File: src/rtl/hs_arith_merge_pkg.sv
// Shared types for the K-way unsigned-minimum merge stage.
// The head-register payload struct depends on the AUX_DATA_TYPE type
// parameter, so it is declared inside the merge module itself; only the
// parameter-independent pieces live here.
package hs_arith_merge_pkg;

  typedef enum logic {
    BOOL_FALSE = 1'b0,
    BOOL_TRUE  = 1'b1
  } bool_e;

  // Per-lane sequencing bits: lane_done latches after the lane's last beat
  // is accepted; head_valid marks an occupied head register.
  typedef struct packed {
    logic lane_done;
    logic head_valid;
  } lane_state_t;

endpackage

File: src/rtl/hs_arith_multi_in_uminimize.sv
// Combinational multi-input unsigned minimizer.
// Returns the smallest valid key, its lane index and (optionally) its aux
// payload. Equal keys resolve to the lowest lane index.
module hs_arith_multi_in_uminimize
  import hs_arith_merge_pkg::*;
#(
  parameter int    DATA_WIDTH      = 32,
  parameter int    INPUT_NUM       = 4,
  parameter bool_e ENABLE_AUX_PATH = BOOL_TRUE,
  parameter type   AUX_DATA_TYPE   = logic,
  localparam int   INDEX_WIDTH     = $clog2(INPUT_NUM)
) (
  input  logic [INPUT_NUM-1:0][DATA_WIDTH-1:0] din,
  input  logic [INPUT_NUM-1:0]                 valid,
  input  AUX_DATA_TYPE [INPUT_NUM-1:0]         aux,
  output logic [DATA_WIDTH-1:0]                min_data,
  output logic [INDEX_WIDTH-1:0]               min_index,
  output AUX_DATA_TYPE                         min_aux,
  output logic                                 min_valid
);

  // Linear scan; a strict less-than keeps the earlier (lower) lane on ties.
  always_comb begin
    min_valid = 1'b0;
    min_data  = '0;
    min_index = '0;
    min_aux   = '0;
    for (int i = 0; i < INPUT_NUM; i++) begin
      if (valid[i] && (!min_valid || (din[i] < min_data))) begin
        min_valid = 1'b1;
        min_data  = din[i];
        min_index = INDEX_WIDTH'(i);
        if (ENABLE_AUX_PATH == BOOL_TRUE) begin
          min_aux = aux[i];
        end
      end
    end
  end

endmodule

File: src/rtl/hs_arith_multi_in_umin_merge.sv
// Sequential K-way merge: one head register per lane, the smallest head is
// emitted through a registered output beat with its lane index and aux.
//
// Handshake semantics (all ports): a beat transfers on a rising clock edge
// where valid & ready are both 1. A producer holding valid may change its
// payload only after the transfer; out_* stay stable while
// out_valid & ~out_ready. in_ready is combinational and may depend on
// out_ready through the same-cycle pop.
module hs_arith_multi_in_umin_merge
  import hs_arith_merge_pkg::*;
#(
  parameter int    DATA_WIDTH    = 32,
  parameter int    INPUT_NUM     = 4,
  parameter type   AUX_DATA_TYPE = logic,
  parameter bool_e STRICT_ORDER  = BOOL_TRUE,
  localparam int   INDEX_WIDTH   = $clog2(INPUT_NUM)
) (
  input  logic                                 clk,
  input  logic                                 rst_n,
  input  logic [INPUT_NUM-1:0]                 lane_enable,
  input  logic [INPUT_NUM-1:0][DATA_WIDTH-1:0] in_data,
  input  AUX_DATA_TYPE [INPUT_NUM-1:0]         in_aux,
  input  logic [INPUT_NUM-1:0]                 in_last,
  input  logic [INPUT_NUM-1:0]                 in_valid,
  output logic [INPUT_NUM-1:0]                 in_ready,
  output logic [DATA_WIDTH-1:0]                out_data,
  output AUX_DATA_TYPE                         out_aux,
  output logic [INDEX_WIDTH-1:0]               out_index,
  output logic                                 out_last,
  output logic                                 out_valid,
  input  logic                                 out_ready,
  output logic                                 busy
);

  typedef struct packed {
    logic [DATA_WIDTH-1:0] data;
    AUX_DATA_TYPE          aux;
    logic                  last;
  } head_t;

  // Payload routed through the minimizer alongside the key.
  typedef struct packed {
    AUX_DATA_TYPE aux;
    logic         last;
  } min_aux_t;

  head_t       head    [INPUT_NUM];
  lane_state_t lane_st [INPUT_NUM];

  logic [INPUT_NUM-1:0]                 head_valid;
  logic [INPUT_NUM-1:0]                 lane_done;
  logic [INPUT_NUM-1:0]                 resolved;
  logic [INPUT_NUM-1:0]                 pop;
  logic [INPUT_NUM-1:0]                 accept;
  logic [INPUT_NUM-1:0]                 heads_after;
  logic [INPUT_NUM-1:0]                 done_after;
  logic [INPUT_NUM-1:0][DATA_WIDTH-1:0] min_din;
  min_aux_t [INPUT_NUM-1:0]             min_aux_in;

  logic [DATA_WIDTH-1:0]  min_data;
  logic [INDEX_WIDTH-1:0] min_index;
  min_aux_t               min_aux;
  logic                   min_valid;

  logic sel_ok;
  logic fire;
  logic rearm;
  logic next_last;

  hs_arith_multi_in_uminimize #(
    .DATA_WIDTH      (DATA_WIDTH),
    .INPUT_NUM       (INPUT_NUM),
    .ENABLE_AUX_PATH (BOOL_TRUE),
    .AUX_DATA_TYPE   (min_aux_t)
  ) u_umin (
    .din       (min_din),
    .valid     (head_valid),
    .aux       (min_aux_in),
    .min_data  (min_data),
    .min_index (min_index),
    .min_aux   (min_aux),
    .min_valid (min_valid)
  );

  // Selection, pop and refill decisions for the current cycle.
  always_comb begin
    for (int i = 0; i < INPUT_NUM; i++) begin
      head_valid[i]      = lane_st[i].head_valid;
      lane_done[i]       = lane_st[i].lane_done;
      min_din[i]         = head[i].data;
      min_aux_in[i].aux  = head[i].aux;
      min_aux_in[i].last = head[i].last;
    end
    // A lane is resolved when it cannot still deliver a smaller key later.
    resolved = ~lane_enable | head_valid | lane_done;
    sel_ok   = min_valid & ((STRICT_ORDER == BOOL_TRUE) ? (&resolved) : 1'b1);
    fire     = sel_ok & (~out_valid | out_ready);
    for (int i = 0; i < INPUT_NUM; i++) begin
      pop[i] = fire & (min_index == INDEX_WIDTH'(i));
    end
    in_ready    = lane_enable & ~lane_done & (~head_valid | pop);
    accept      = in_valid & in_ready;
    heads_after = (head_valid & ~pop) | accept;
    done_after  = lane_done | (accept & in_last);
    // Frame ends when the popped beat is its lane's final beat, nothing is
    // left in any head and every enabled lane has finished.
    next_last   = min_aux.last & ~(|heads_after) & (&(done_after | ~lane_enable));
    rearm       = out_valid & out_ready & out_last;
    busy        = (|head_valid) | out_valid | (|lane_done);
  end

  // Head registers and per-lane done flags.
  always_ff @(posedge clk or negedge rst_n) begin
    if (!rst_n) begin
      for (int i = 0; i < INPUT_NUM; i++) begin
        head[i]    <= '0;
        lane_st[i] <= '0;
      end
    end else begin
      for (int i = 0; i < INPUT_NUM; i++) begin
        if (accept[i]) begin
          head[i].data          <= in_data[i];
          head[i].aux           <= in_aux[i];
          head[i].last          <= in_last[i];
          lane_st[i].head_valid <= 1'b1;
        end else if (pop[i]) begin
          lane_st[i].head_valid <= 1'b0;
        end
        if (rearm) begin
          lane_st[i].lane_done <= 1'b0;
        end else if (accept[i] && in_last[i]) begin
          lane_st[i].lane_done <= 1'b1;
        end
      end
    end
  end

  // Registered output beat.
  always_ff @(posedge clk or negedge rst_n) begin
    if (!rst_n) begin
      out_valid <= 1'b0;
      out_data  <= '0;
      out_aux   <= '0;
      out_index <= '0;
      out_last  <= 1'b0;
    end else if (fire) begin
      out_valid <= 1'b1;
      out_data  <= min_data;
      out_aux   <= min_aux.aux;
      out_index <= min_index;
      out_last  <= next_last;
    end else if (out_ready) begin
      out_valid <= 1'b0;
    end
  end

endmodule

File: config.mk
export PLATFORM = sky130hd
export DESIGN_NAME = hs_arith_multi_in_umin_merge
export DESIGN_NICKNAME = d
export VERILOG_FILES = /design/src/rtl/hs_arith_merge_pkg.sv /design/src/rtl/hs_arith_multi_in_uminimize.sv /design/src/rtl/hs_arith_multi_in_umin_merge.sv
export SDC_FILE = /design/constraint.sdc
export NUM_CORES = 1
export LEC_CHECK = 0
export ABC_AREA = 0
export CORE_AREA = 2 2 152 154
export CTS_BUF_LIST = sky130_fd_sc_hd__clkbuf_4 sky130_fd_sc_hd__clkbuf_8
export CTS_CLUSTER_DIAMETER = 60
export DETAILED_ROUTE_END_ITERATION = 8
export DIE_AREA = 0 0 154 156
export GPL_ROUTABILITY_DRIVEN = 0
export PLACE_DENSITY = 0.78
export SLEW_MARGIN = 20
export SYNTH_ARGS = -nofsm -noshare
export SYNTH_HDL_FRONTEND = slang
export SYNTH_SLANG_ARGS = --single-unit
File: constraint.sdc
create_clock -name clk -period 8.9 [get_ports clk]
set_input_delay 1.78 -clock clk [delete_from_list [all_inputs] [get_ports clk]]
set_output_delay 1.78 -clock clk [all_outputs]
set_load 0.02 [all_outputs]
After elaboration in Yosys (flattened, before gate mapping)

Index checks and enable logic that the tools add are counted.

Eq/ne operators: 3
Reduce and logical (&&, ||, !) cells: 28
Muxes and demuxes: 33
Magnitude comparators: 3
Bitwise operators: 30

Operators with widths:

| operator                                                         | number |
|---|---|
| 32-bit two-way mux                                               | 4 |
| 32-bit < comparator                                              | 3 |
| 4-bit OR                                                         | 6 |
| 1-bit two-way mux                                                | 23 |
| 4-bit bitwise AND                                                | 5 |
| 2-bit nonzero test                                               | 9 |
| 4-bit NOT                                                        | 4 |
| 2-bit two-way mux                                                | 6 |
| 4-bit OR reduction                                               | 3 |
| 1-bit bitwise AND                                                | 10 |
| 4-bit AND reduction                                              | 2 |
| 1-bit logical AND                                                | 7 |
| 2-bit == test (second input constant)                            | 2 |
| 1-bit logical NOT                                                | 3 |
| 1-bit logical OR                                                 | 3 |
| 1-bit OR                                                         | 3 |
| 2-bit by 1-bit == test with 1-bit output (second input constant) | 1 |
| 2-bit logical NOT                                                | 1 |
| 1-bit NOT                                                        | 2 |

Input bits: 147
Flip-flop bits (word level): 181
Logic and storage cells: 122

Longest topological paths before layout

Depth after elaboration: 24
Mapped depth: 36
Depth with buffers taken out: 30

By module

Synthesis repeated with hierarchy kept, for this count alone.

Cells, all modules: 946
Area, all modules: 10958.0 sq um

By module, submodules not included:

| module                       | sequential area each (sq um) | instances | area each (sq um) | cells each |
|---|---|---|---|---|
| hs_arith_multi_in_umin_merge | 4529.3                       | 1         | 7175.6            | 437 |
| hs_arith_multi_in_uminimize  | 0.0                          | 1         | 3782.4            | 509 |

Worst setup path after synthesis

Ideal clock, no wire load.

Path type: register to output
From: reg, netlist name head_valid[0]
To: out in_ready[1]
Stages on the path, launching flop included: 34
Data arrival time: 7.490 ns
Buffers on the path: 5
Path slack: -0.370 ns
Data required time: 7.120 ns
Cells stage by stage: dfrtp_1 > clkbuf_1 > clkbuf_1 > nand2_1 > ha_1 > a21o_1 > a221o_1 > a221oi_2 > nand3_1 > o22ai_1 > clkbuf_1 > clkbuf_1 > nand2_1 > o21ai_0 > inv_1 > ha_1 > o21ai_0 > a22oi_1 > o211ai_1 > and2_1 > a211oi_1 > o211ai_2 > nand2_2 > buf_2 > mux2i_1 > ha_1 > a21o_1 > a21o_1 > a211oi_1 > o211ai_1 > o31ai_4 > nand4b_1 > a41oi_4 > nor2b_1

Cells in the longest elaborated chain, start to end: 18

RTL lines:

| what                                                            | RTL line                            | source |
|---|---|---|
| 32-bit two-way mux / 1-bit two-way mux (equally long branches)  | hs_arith_multi_in_uminimize.sv:29   | `if (valid[i] && (!min_valid \|\| (din[i] < min_data))) begin` |
| 32-bit < comparator / 1-bit logical NOT (equally long branches) | hs_arith_multi_in_uminimize.sv:29   |  |
| 1-bit logical OR                                                | hs_arith_multi_in_uminimize.sv:29   |  |
| 1-bit logical AND                                               | hs_arith_multi_in_uminimize.sv:29   |  |
| 32-bit two-way mux / 1-bit two-way mux (equally long branches)  | hs_arith_multi_in_uminimize.sv:29   |  |
| 32-bit < comparator / 1-bit logical NOT (equally long branches) | hs_arith_multi_in_uminimize.sv:29   |  |
| 1-bit logical OR                                                | hs_arith_multi_in_uminimize.sv:29   |  |
| 1-bit logical AND                                               | hs_arith_multi_in_uminimize.sv:29   |  |
| [... 2 more ...]                                                | -                                   |  |
| 1-bit logical OR                                                | hs_arith_multi_in_uminimize.sv:29   |  |
| 1-bit logical AND                                               | hs_arith_multi_in_uminimize.sv:29   |  |
| 1-bit two-way mux                                               | hs_arith_multi_in_uminimize.sv:29   |  |
| 1-bit bitwise AND                                               | hs_arith_multi_in_umin_merge.sv:96  | `sel_ok = min_valid & ((STRICT_ORDER == BOOL_TRUE) ? (&resolved) : 1'b1);` |
| 1-bit bitwise AND                                               | hs_arith_multi_in_umin_merge.sv:97  | `fire = sel_ok & (~out_valid \| out_ready);` |
| 1-bit bitwise AND (*)                                           | hs_arith_multi_in_umin_merge.sv:99  | `pop[i] = fire & (min_index == INDEX_WIDTH'(i));` |
| 4-bit OR (*)                                                    | hs_arith_multi_in_umin_merge.sv:101 | `in_ready = lane_enable & ~lane_done & (~head_valid \| pop);` |
| 4-bit bitwise AND (*)                                           | hs_arith_multi_in_umin_merge.sv:101 |  |
| end, declared                                                   | hs_arith_multi_in_umin_merge.sv:25  | `output logic [INPUT_NUM-1:0] in_ready,` |

Mark *: on every way between the ends. The rest lies on a longest branch, timed or not.

Final worst setup path

From: reg, netlist name head_valid[0]
To: out in_ready[0]

Cells in the longest elaborated chain, start to end: 18

RTL lines:

| what                                                            | RTL line |
|---|---|
| 32-bit two-way mux / 1-bit two-way mux (equally long branches)  | hs_arith_multi_in_uminimize.sv:29 |
| 32-bit < comparator / 1-bit logical NOT (equally long branches) | hs_arith_multi_in_uminimize.sv:29 |
| 1-bit logical OR                                                | hs_arith_multi_in_uminimize.sv:29 |
| 1-bit logical AND                                               | hs_arith_multi_in_uminimize.sv:29 |
| 32-bit two-way mux / 1-bit two-way mux (equally long branches)  | hs_arith_multi_in_uminimize.sv:29 |
| 32-bit < comparator / 1-bit logical NOT (equally long branches) | hs_arith_multi_in_uminimize.sv:29 |
| 1-bit logical OR                                                | hs_arith_multi_in_uminimize.sv:29 |
| 1-bit logical AND                                               | hs_arith_multi_in_uminimize.sv:29 |
| [... 2 more ...]                                                | - |
| 1-bit logical OR                                                | hs_arith_multi_in_uminimize.sv:29 |
| 1-bit logical AND                                               | hs_arith_multi_in_uminimize.sv:29 |
| 1-bit two-way mux                                               | hs_arith_multi_in_uminimize.sv:29 |
| 1-bit bitwise AND                                               | hs_arith_multi_in_umin_merge.sv:96 |
| 1-bit bitwise AND                                               | hs_arith_multi_in_umin_merge.sv:97 |
| 1-bit bitwise AND                                               | hs_arith_multi_in_umin_merge.sv:99 |
| 4-bit OR (*)                                                    | hs_arith_multi_in_umin_merge.sv:101 |
| 4-bit bitwise AND (*)                                           | hs_arith_multi_in_umin_merge.sv:101 |

Marked as above.

==> flow_metrics.env <==
export IMPL_yosys_area_share_simple=0.0893
export IMPL_place_hpwl_mm=22.4
export IMPL_io_pins=189
export IMPL_slew_viol_final=0
export IMPL_ctsLongestPathBuffers=2
export IMPL_drt_total_wl_mm=32.4
export IMPL_hold_viol=0
export IMPL_placementRows=55
export IMPL_ys_types=64
export IMPL_cts_hold_buffers=0
export IMPL_synth_top_cell_area_share=0.411
export IMPL_fp_dieH_microns=156
export IMPL_path_delay_family="simple AND/OR/NAND/NOR gates"
export IMPL_num_fill_cells=1518
export IMPL_slowest_delay_ns=0.46
export IMPL_max_slew_margin_rel=0.411
export IMPL_grt_start_max_net_pins=73
export IMPL_port_buffers=188
export IMPL_dieArea_sq_um=24000
export IMPL_synthArstFlopShare=1.00
export IMPL_start_util=0.493
export IMPL_synthCells=966
export IMPL_grt_pass1_wl_mm=49.5
export IMPL_worst_setup_path_type="reg2out"
export IMPL_synth_edf_count=0
export IMPL_seq_area_frac_synth=0.411
export IMPL_cp_max_fo=8
export IMPL_nets=1553
export IMPL_endpoint_kind="primary output"
export IMPL_synthMuxAreaShare=0.248
export IMPL_cts_tree="done"
export IMPL_timing_final_ws_setup_ns=-0.473
export IMPL_cap_violations=0
export IMPL_ys_warn_count=0
export IMPL_numClockSinks=181
export IMPL_core_area_sq_um=22400
export IMPL_finClkSkew_ns=0.0138
export IMPL_wl_per_cell_microns=20.1
export IMPL_outcome="complete, but fails checks"
export IMPL_cp_num_buf_inv=10
export IMPL_mappedNetlistArea_sq_um=11000
export IMPL_worst_pin_slew_ns=0.883
export IMPL_failed_checks="setup timing"
export IMPL_synth_compound_area_frac=0.100
export IMPL_via_count=9150
export IMPL_clk_pin_slew_ns=0.10
export IMPL_areaGrowthSynthToFinish_pct=40.8
export IMPL_period_minus_slack_ns=9.37
export IMPL_drt_initial_drc_count=685
export IMPL_syn_avg_cell_area_sq_um=11.4
export IMPL_grt_pass1_vias=9122
export IMPL_setup_tns_ns=-1.72
export IMPL_cts_root_buffer="clkbuf_8"
export IMPL_arrival_ns=7.59
export IMPL_synth_common_cells="dfrtp_1 (181), mux2_2 (105), nand2_1 (101)"
export IMPL_h_tree_depth=4
export IMPL_drc=0
export IMPL_fin_crit_sh=1.05
export IMPL_cts_inserted_buffers=17
export IMPL_holdCritPathClass="reg2reg"
export IMPL_ant_nets=0
export IMPL_synth_seq_cells=181
export IMPL_fmax_mhz=107
export IMPL_viasPerCell=5.68
export IMPL_synth_top_family_by_area="multiplexers"
export IMPL_yosys_area_share_xor_xnor=0
export IMPL_synth_fp_nets=1206
export IMPL_dr_pass1_iters=5
export IMPL_synth_adder_area_share=0.106
export IMPL_grt_usage=0.264
export IMPL_rsz0062_at_grt="true"
export IMPL_cp_common_cell="buf_4"
export IMPL_crit_required_ns=7.12
export IMPL_die_w_microns=154
export IMPL_yosysTopAreaCell="dfrtp_1"
export IMPL_worst_setup_path_start_kind="flop"
export IMPL_synthFlopType="dfrtp_1"
export IMPL_drive_gt1_frac=0.366
export IMPL_synth_most_common_cell="dfrtp_1"
export IMPL_antenna_found_initial=1
export IMPL_insertion_delay_ns=0.49
export IMPL_grt_remaining_overflow=0
export IMPL_synth_area_top_cells="dfrtp_1 (41%), mux2_2 (11%), ha_1 (11%)"
export IMPL_slowest_stage="dfrtp_2"
export IMPL_finalSetupViolations=4
## placed cells by master (no fill, tap or decap), types with 11 or more instances in the layout
cell,instances
a21oi_1,31
a21o_1,11
mux2i_4,13
nand4_1,16
mux2_4,60
nand2_1,95
clkbuf_8,21
nor2_1,21
mux2i_1,38
mux2i_2,12
ha_4,15
o21ai_0,27
clkdlybuf4s50_1,183
ha_1,77
buf_4,160
inv_1,68
mux2_2,105
o21ai_1,14
dfrtp_1,180
## sequential cells by signal, indices dropped and copies added (netlist names)
| register | cells |
|---|---|
| out_valid | 1 |
| head_valid | 4 |
| out_index | 2 |
| head | 136 |
| lane_done | 4 |
| out_aux | 1 |
| out_last | 1 |
| out_data | 32 |
## per-layer routing
layer,vias up,track usage,routed length [microns]
met1,4504,0.364,13900
met4,0,0.0939,1050
met2,393,0.425,15300
met5,-,0,0
met3,78,0.0425,2190
li1,4175,-,-
## timing repair
| action | in CTS | in global routing |
|---|---|---|
| pin swaps | 34 | 34 |
| setup endpoints to repair | 4 | 4 |
| setup buffers | 23 | 12 |
| gates cloned | 4 | 0 |
| resized for setup | 120 | 57 |
## cell type report
type	count	area, sq um	share of cell area
clock buffer	21	289	0.0186
sequential	181	4530	0.292
timing repair buffer	362	3290	0.212
antenna	1	2.50	0.000161
inverter	71	269	0.0173
multi-input combinational	680	6660	0.429
clock inverter	11	123	0.00790
tap	285	357	0.0230
## final timing paths
kind | depth (start not counted) | startpoint | slack [ns] | to
max | 36 | head_valid[0] | -0.47 | in_ready[0]
max in group asynchronous | 2 | rst_n | 6.36 | head_valid[0]
max reg2reg | 37 | head_valid[0] | 0.71 | head[70]
min | 1 | head[35] | 0.50 | head[35]
min in group asynchronous | 1 | rst_n | 1.23 | out_data[13]
min reg2reg | 1 | head[35] | 0.50 | head[35]
## cells by family (layout without fill, tap and decap cells)
kind of cell	Yosys count	count (layout)
multiplexers	230	230
AND/OR/NAND/NOR	201	202
flip-flops	181	181
AO/OA/AOI/OAI	155	155
buffers and inverters	106	465
adder cells (fa/ha/maj)	93	93
other	0	1
## through the flow
step | std cells | setup WS, ns | util | hold WS (ns) | instance area [sq um]
2_1_floorplan | 966 | 0.000788 | - | 0.444 | 11000
3_3_place_gp | 1543 | -0.296 | 0.631 | 0.453 | 14100
3_5_place_dp | 1543 | -0.532 | 0.631 | 0.481 | 14100
4_1_cts | 1600 | 0.000863 | 0.680 | 0.502 | 15200
5_1_grt | 1612 | -0.691 | 0.694 | 0.522 | 15500
6_report | 1612 | -0.473 | 0.694 | 0.500 | 15500
Power is not shown: default switching activity piles up to over one toggle a cycle in this logic, so the estimate is an artifact.
